[src/rtl/ppp_bank_sched.sv]
// ppp_bank_sched: ping-pong bank scheduler between the ISP writer and the DLA reader.
// Hands out strips of STRIP_ROWS rows over rdy/resp/done handshakes and counts drained strips.
module ppp_bank_sched #(
    parameter int IMGH_WIDTH = 11,
    parameter int STRIP_ROWS = 32,
    parameter int CNT_WIDTH  = 11
) (
    input  logic                  clk,
    input  logic                  rst_n,
    input  logic                  top_start_i,
    input  logic [IMGH_WIDTH-1:0] img_height_i,
    output logic                  isp_rdy_o,
    input  logic                  isp_resp_i,
    input  logic                  isp_done_i,
    output logic                  isp_wbank_o,
    output logic                  dla_rdy_o,
    input  logic                  dla_resp_i,
    input  logic                  dla_done_i,
    output logic                  dla_rbank_o,
    output logic [CNT_WIDTH-1:0]  strip_cnt_o,
    output logic                  busy_o,
    output logic                  frame_done_o,
    output logic                  err_o
);
    localparam int SHIFT = $clog2(STRIP_ROWS);

    typedef enum logic {IDLE, RUN} top_t;
    typedef enum logic [1:0] {EMPTY, FILLING, FULL, DRAINING} bank_t;

    top_t                 st, st_nxt;
    bank_t                bank [2];
    bank_t                bank_nxt [2];
    logic                 wptr, wptr_nxt, rptr, rptr_nxt;
    logic [CNT_WIDTH-1:0] total, total_nxt, issued, issued_nxt, strips, strips_nxt;
    logic                 isp_rdy_nxt, dla_rdy_nxt, done_nxt, err_nxt;
    logic [IMGH_WIDTH:0]  rows_up;

    assign isp_wbank_o = wptr;
    assign dla_rbank_o = rptr;
    assign strip_cnt_o = strips;
    assign busy_o      = (st == RUN);

    always_comb begin
        st_nxt     = st;
        bank_nxt   = bank;
        wptr_nxt   = wptr;
        rptr_nxt   = rptr;
        total_nxt  = total;
        issued_nxt = issued;
        strips_nxt = strips;
        done_nxt   = 1'b0;
        err_nxt    = err_o;
        rows_up    = {1'b0, img_height_i} + (IMGH_WIDTH+1)'(STRIP_ROWS - 1);
        if (st == IDLE) begin
            if (top_start_i) begin
                total_nxt  = CNT_WIDTH'(rows_up >> SHIFT);
                issued_nxt = '0;
                strips_nxt = '0;
                if (total_nxt == '0)
                    done_nxt = 1'b1;
                else
                    st_nxt = RUN;
            end
            if (isp_resp_i || isp_done_i || dla_resp_i || dla_done_i)
                err_nxt = 1'b1;
        end else begin
            if (strips == total)
                st_nxt = IDLE;
            if (isp_resp_i) begin
                if (isp_rdy_o) begin
                    bank_nxt[wptr] = FILLING;
                    issued_nxt     = issued + 1'b1;
                end else
                    err_nxt = 1'b1;
            end
            if (isp_done_i) begin
                if (bank[wptr] == FILLING) begin
                    bank_nxt[wptr] = FULL;
                    wptr_nxt       = ~wptr;
                end else
                    err_nxt = 1'b1;
            end
            if (dla_resp_i) begin
                if (dla_rdy_o)
                    bank_nxt[rptr] = DRAINING;
                else
                    err_nxt = 1'b1;
            end
            if (dla_done_i) begin
                if (bank[rptr] == DRAINING) begin
                    bank_nxt[rptr] = EMPTY;
                    rptr_nxt       = ~rptr;
                    strips_nxt     = strips + 1'b1;
                    done_nxt       = (strips_nxt == total);
                end else
                    err_nxt = 1'b1;
            end
        end
        // Offers are registered from next state, so a freed bank is offered the very next cycle.
        isp_rdy_nxt = (st_nxt == RUN) && (bank_nxt[wptr_nxt] == EMPTY) &&
                      (bank_nxt[0] != FILLING) && (bank_nxt[1] != FILLING) &&
                      (issued_nxt < total_nxt);
        dla_rdy_nxt = (st_nxt == RUN) && (bank_nxt[rptr_nxt] == FULL) &&
                      (bank_nxt[0] != DRAINING) && (bank_nxt[1] != DRAINING);
    end

    always_ff @(posedge clk) begin
        if (!rst_n) begin
            st           <= IDLE;
            bank         <= '{EMPTY, EMPTY};
            wptr         <= 1'b0;
            rptr         <= 1'b0;
            total        <= '0;
            issued       <= '0;
            strips       <= '0;
            isp_rdy_o    <= 1'b0;
            dla_rdy_o    <= 1'b0;
            frame_done_o <= 1'b0;
            err_o        <= 1'b0;
        end else begin
            st           <= st_nxt;
            bank         <= bank_nxt;
            wptr         <= wptr_nxt;
            rptr         <= rptr_nxt;
            total        <= total_nxt;
            issued       <= issued_nxt;
            strips       <= strips_nxt;
            isp_rdy_o    <= isp_rdy_nxt;
            dla_rdy_o    <= dla_rdy_nxt;
            frame_done_o <= done_nxt;
            err_o        <= err_nxt;
        end
    end
endmodule

[config.mk]
export PLATFORM = sky130hd
export DESIGN_NAME = ppp_bank_sched
export DESIGN_NICKNAME = d
export VERILOG_FILES = /design/src/rtl/ppp_bank_sched.sv
export SDC_FILE = /design/constraint.sdc
export NUM_CORES = 1
export LEC_CHECK = 0
export CORE_UTILIZATION = 55
export DETAILED_ROUTE_END_ITERATION = 10
export GPL_ROUTABILITY_DRIVEN = 0
export PLACE_DENSITY = 0.83
export SLEW_MARGIN = 20
export SYNTH_ARGS = -nofsm -noshare
export SYNTH_HDL_FRONTEND = slang
export SYNTH_SLANG_ARGS = --single-unit
[constraint.sdc]
create_clock -name clk -period 2.8 [get_ports clk]
set_input_delay 0.28 -clock clk [delete_from_list [all_inputs] [get_ports clk]]
set_output_delay 0.28 -clock clk [all_outputs]
set_load 0.01 [all_outputs]
==> results of run 1 <==
==> cell families after synthesis <==
kind of cell | after synthesis | synth area share, %
buffers and inverters | 26 | 3.57
adders and majority gates | 12 | 5.43
muxes | 7 | 2.62
DFF | 44 | 31.8
xor gates and xnor gates | 27 | 8.55
and+or+nand+nor | 152 | 28.0
AOI/OAI and AO/OA | 81 | 19.9
==> routing by layer <==
layer,vias to the layer above,wire length (µm)
li1,1337,-
met1,1270,3140
met2,91,3090
met3,14,347
met4,0,124
met5,-,0
==> registers in the layout (all words and copies together) (netlist names) <==
signal        count
issued           11
strip_cnt_o      11
total            11
bank              4
busy_o            1
dla_rbank_o       1
dla_rdy_o         1
err_o             1
frame_done_o      1
isp_rdy_o         1
isp_wbank_o       1
==> metrics by stage <==
step / power [mW] / hold slack [ns] / setup slack [ns]
2_1_floorplan: 0.757 / 0.433 / 0.318
3_3_place_gp: 0.835 / 0.504 / -0.0817
3_5_place_dp: 0.840 / 0.506 / -0.127
4_1_cts: 1.25 / 0.517 / 0.139
5_1_grt: 1.29 / 0.538 / 0.0180
6_report: 1.24 / 0.519 / 0.127
==> final cells by class <==
| class | instances | area (µm²) | area share (%) |
|---|---|---|---|
| inverters | 9 | 33.8 | 1.01 |
| flip-flops and latches | 44 | 881 | 26.4 |
| well taps | 67 | 83.8 | 2.52 |
| clock buffers | 8 | 90.1 | 2.70 |
| repair buffers | 47 | 453 | 13.6 |
| multi-input cells | 279 | 1790 | 53.7 |
==> what timing repair did <==
| action | in CTS | in global routing |
|---|---|---|
| resized for setup | 0 | 2 |
| hold buffers | 0 | 0 |
| setup buffers | 0 | 0 |
| endpoints found under the setup margin | 0 | 1 |
==> power by group <==
group	switching (mW)	total, mW	internal [mW]	leakage, nW
combinational	0.0985	0.183	0.0846	0.908
clock	0.208	0.409	0.201	0.0455
sequential	0.0109	0.648	0.637	0.356
total	0.317	1.24	0.923	1.31
==> layout by cell type, fill, tap and decap left out, drive strengths merged, types with 4 or more instances in the layout <==
cell,count
nor4,4
o211ai,8
and2,16
dfxtp,44
ha,12
a21o,4
clkbuf,8
xor2,11
a21oi,13
o21a,4
buf,12
xnor2,16
o31a,4
and3,11
nand3,14
nor2,38
clkdlybuf4s50,35
o31ai,7
nor3,9
o21ai,20
nand4,8
inv,8
nand2,34
mux2i,5
==> worst max-delay path: cells and delay by family <==
family	cells	cell delay (ns)
compound gates	6	1.01
simple gates	3	0.74
buf+inv	1	0.40
fa+ha+maj	1	0.28
xor+xnor	1	0.19
==> path summary, 6_finish.rpt <==
path,from,end,slack (ns),depth (start not counted)
worst max-delay path,img_height_i[3],isp_rdy_o$_SDFF_PN0_,0.13,12
worst min-delay path,total[10]$_SDFF_PN0_,total[10]$_SDFF_PN0_,0.52,1
worst max register to register,isp_rdy_o$_SDFF_PN0_,isp_rdy_o$_SDFF_PN0_,0.38,10
worst min register to register,total[10]$_SDFF_PN0_,total[10]$_SDFF_PN0_,0.52,1
==> out/qor.csv, run 1 <==
stage,metric,value,unit
outcome,status,"finished, final reports clean",
cells_and_area,area_growth,20.4,%
cells_and_area,diodes,0,
floorplanning,dieArea,5320,µm²
logic_synthesis,synth_area_per_cell,7.93,µm²
cells_and_area,design_area,3330,µm²
routing,remaining_drc_errors,0,
logic_synthesis,async_flop_share,0,%
sta,max_freq,374,MHz
routing,drt_wl_total,6700,µm
logic_synthesis,syn-num-nets,379,
floorplanning,core-area,4790,µm²
setup_path,startpoint_type,input pin,
cts,cts.sinks,44,
cts,cts_buffers,5,
setup_path,worstPathArrival,2.90,ns
global_routing,grt.busiest_layer,met2,
global_routing,gr-usage-met1,35.7,%
cts,cts_max_path_buffers,2,
sta,final-setup-viol-count,0,
sta,tightest_slew,0.748,ns
place,io_buffers,35,
logic_synthesis,ys_warn_count,0,
cts,clk_pin_slew,0.08,ns
global_routing,globalRoute.totalOverflow,0,
global_routing,grtUsageMet3,5.80,%
place,dpl_cell_area,3240,µm²
global_routing,grt_usage,27.2,%
run,max_cap_violations,0,
sta,relSlewSlack,49.9,%
cts,cts-root-buf,clkbuf_8,
setup_path,crit_slowest_cell,or4_4,
routing,wl_per_cell,14.8,µm
sta,grt_setup_unrepaired,no,
floorplanning,dieHeight,72.9,µm
cells_and_area,fin_cells,454,
setup_path,cp_max_fo,2,
sta,finalCritPeriodShare,95.5,%
place,hpwlAfterDp,4940,µm
global_routing,grt_pass1_vias,2480,
worst_hold_path,min-delay-path-class,flop to flop,
setup_path,crit_chain,"clkdlybuf4s50_1, or4_4, o2111ai_1, xor2_1, nor2_1, a21oi_1, ha_1, a21o_1, a21o_1, a21oi_1, o221ai_1, nor3_2",
floorplanning,ios,36,
cells_and_area,fillers,415,
logic_synthesis,syn-cell-area,2770,µm²
logic_synthesis,yosysSeqAreaShare,31.8,%
global_routing,use_met2,43.9,%
floorplanning,num_rows,25,
logic_synthesis,synth-main-ff-cell,dfxtp_1,
cells_and_area,drive_gt1_share,6.46,%
global_routing,grt_max_degree,32,
sta,min_period,2.67,ns
logic_synthesis,synth_top_area_share,31.8,%
power_and_ir_drop,p_leak,1.31,nW
sta,fin_skew,0.00739,ns
routing,vias_per_cell,5.97,
logic_synthesis,yosysTopAreaCell,dfxtp_1,
setup_path,critPathKind,input pin to flop,
sta,fin_tns_setup,0,ns
logic_synthesis,synthCells,349,
setup_path,cpPeakStageDelay,0.53,ns
routing,ant_nets,0,
routing,drt_pre_antenna_iters,4,
cts,h-tree-depth,2,
power_and_ir_drop,irDropWorstVdd,255,µV
sta,slew_viol_final,0,
cts,cts_tree,yes,
power_and_ir_drop,power_density,372,nW/µm²
floorplanning,die_x,72.9,µm
global_routing,antenna_found_initial,0,
setup_path,endpoint_kind,flop,
routing,num_vias,2712,
logic_synthesis,yosys_register_bits,44,
logic_synthesis,synthTopCellsByCount,"dfxtp_1 (44), nor2_1 (38), nand2_1 (34)",
logic_synthesis,synth.distinct_cells,52,
logic_synthesis,synth_area_leaders,"dfxtp_1 (32%), ha_1 (5.4%), nor2_1 (5.2%), xnor2_1 (5.1%), nand2_1 (4.6%)",
logic_synthesis,yosysMostFrequentCell,dfxtp_1,
sta,hold_viol_final,0,
floorplanning,initial_core_util,57.8,%
global_routing,grt_pass1_wl,11200,µm
place,dp.cells,446,
cells_and_area,post-route-util,69.6,%
logic_synthesis,synth_edf_count,0,
setup_path,cp.required,3.02,ns
cts,clock_latency,0.29,ns
routing,drtIter0Drc,167,
cells_and_area,final_nets,416,
Note: power is estimated with default switching activity, not from simulation.
==> run 2, diff against run 1 <==
--- a/config.mk
+++ b/config.mk
@@ -6,6 +6,7 @@
 export NUM_CORES = 1
 export LEC_CHECK = 0
 export CORE_UTILIZATION = 55
+export CTS_BUF_LIST = sky130_fd_sc_hd__clkbuf_8 sky130_fd_sc_hd__clkbuf_16
 export DETAILED_ROUTE_END_ITERATION = 10
 export GPL_ROUTABILITY_DRIVEN = 0
 export PLACE_DENSITY = 0.83
==> out/qor.csv, run 2 (synthesis gave the netlist of run 1 again) <==
stage,metric,value,unit,change
outcome,status,"finished, final reports clean",,
routing,wl_per_cell,14.8,µm,about the same
global_routing,grt_pass1_wl,11200,µm,unchanged
cells_and_area,layout_commonest_cell,dfxtp_1,,
sta,relSlewSlack,50.0,%,+0.14 points
cts,clk_pin_slew,0.08,ns,about the same
floorplanning,dieArea,5320,µm²,unchanged
sta,max_freq,375,MHz,+0.18%
cells_and_area,area_growth,20.4,%,unchanged
setup_path,cp_max_fo,2,,unchanged
global_routing,globalRoute.totalOverflow,0,,unchanged
place,dpl_cell_area,3240,µm²,unchanged
cts,cts.sinks,44,,unchanged
cts,cts.repair.resized,0,,unchanged
routing,drt_pre_antenna_iters,4,,unchanged
routing,num_vias,2704,,-0.29%
global_routing,grt_usage,27.2,%,unchanged
sta,final-setup-viol-count,0,,unchanged
power_and_ir_drop,p_leak,1.32,nW,+0.63%
sta,min_period,2.67,ns,-0.00471 ns
sta,fin_skew,0.00769,ns,+0.000305 ns
sta,fin_ws,0.131,ns,+0.00471 ns
floorplanning,core-area,4790,µm²,unchanged
sta,slew_viol_final,0,,unchanged
routing,drtIter0Drc,166,,-0.60%
routing,remaining_drc_errors,0,,unchanged
sta,whs,0.519,ns,+0.000268 ns
floorplanning,dieHeight,72.9,µm,unchanged
routing,drt_wl_total,6700,µm,about the same
global_routing,grt_pass1_vias,2480,,unchanged
cts,cts_max_path_buffers,2,,unchanged
setup_path,endpoint_kind,flop,,
floorplanning,die_x,72.9,µm,unchanged
place,io_buffers,35,,unchanged
power_and_ir_drop,irDropWorstVdd,255,µV,about the same
cts,cts_buffers,5,,unchanged
floorplanning,num_rows,25,,unchanged
cells_and_area,drive_gt1_share,6.46,%,unchanged
cells_and_area,design_area,3330,µm²,unchanged
sta,tightest_slew,0.746,ns,-0.00207 ns
setup_path,critPathKind,input pin to flop,,
routing,ant_nets,0,,unchanged
global_routing,grt_max_degree,32,,unchanged
routing,vias_per_cell,5.96,,-0.29%
cts,cts-root-buf,clkbuf_8,,
place,preCtsSetupSlack,-0.127,ns,unchanged
floorplanning,initial_core_util,57.8,%,unchanged
cts,postCtsHoldBufs,0,,unchanged
power_and_ir_drop,power_density,371,nW/µm²,-0.34%
run,max_cap_violations,0,,unchanged
setup_path,startpoint_type,input pin,,
place,hpwlAfterDp,4940,µm,unchanged
cells_and_area,layout_common_cells,"dfxtp_1 (44), nor2_1 (38), clkdlybuf4s50_1 (35), nand2_1 (34), o21ai_0 (19)",,
sta,grt_setup_unrepaired,no,,
sta,hold_viol_final,0,,unchanged
cts,h-tree-depth,2,,unchanged
cells_and_area,final_nets,416,,unchanged
floorplanning,ios,36,,unchanged
setup_path,worstPathArrival,2.89,ns,about the same
cts,clock_latency,0.29,ns,about the same
setup_path,cp.required,3.03,ns,about the same
cts,cts_tree,yes,,
sta,finalCritPeriodShare,95.3,%,-0.17 points
cells_and_area,diodes,0,,unchanged
worst_hold_path,min-delay-path-class,flop to flop,,
cells_and_area,post-route-util,69.6,%,unchanged
global_routing,antenna_found_initial,0,,unchanged
cts,post_cts_buffers,0,,unchanged
[run 2: layout make-up]
type,count,area [µm²]
inverters,9,33.8
fillers,415,1450
well taps,67,83.8
clock buffers,6,82.6
flip-flops and latches,44,881
repair buffers,47,453
multi-input cells,279,1790
clock inverters,2,7.51
[run 2: path summary, 6_finish.rpt]
kind	startpoint	to	slack (ns)	cells after the start
worst max-delay path	img_height_i[3]	isp_rdy_o$_SDFF_PN0_	0.13	12
worst min register to register	total[10]$_SDFF_PN0_	total[10]$_SDFF_PN0_	0.52	1
worst min-delay path	total[10]$_SDFF_PN0_	total[10]$_SDFF_PN0_	0.52	1
worst max register to register	isp_rdy_o$_SDFF_PN0_	isp_rdy_o$_SDFF_PN0_	0.40	11
[run 2: per-stage QoR]
stage	setup TNS, ns	total power [mW]	std cells
finish	0	1.24	454
global route	0	1.29	454
CTS	0	1.24	454
detailed placement	-0.127	0.840	446
global placement	-0.0817	0.835	446
floorplan	0	0.757	349
[run 2: power by group]
part | total (mW) | internal, mW | switching (mW) | leakage, nW
clock network | 0.405 | 0.194 | 0.211 | 0.0538
logic | 0.183 | 0.0847 | 0.0981 | 0.908
registers | 0.648 | 0.637 | 0.0110 | 0.356
total | 1.24 | 0.916 | 0.320 | 1.32
[run 2: critical path, stage by stage]
cell and delay (ns):
clkdlybuf4s50_1 0.40, or4_4 0.53, o2111ai_1 0.23, xor2_1 0.18
nor2_1 0.07, a21oi_1 0.19, ha_1 0.28, a21o_1 0.17
a21o_1 0.17, a21oi_1 0.13, o221ai_1 0.13, nor3_2 0.13
[run 2: metal layers]
layer  wire length [µm]  GRT usage, %  vias up
li1                   -             -     1335
met1               3110          35.7     1271
met2               3110          43.9       88
met3                374          5.80       10
met4                 99          10.2        0
met5                  0             0        -
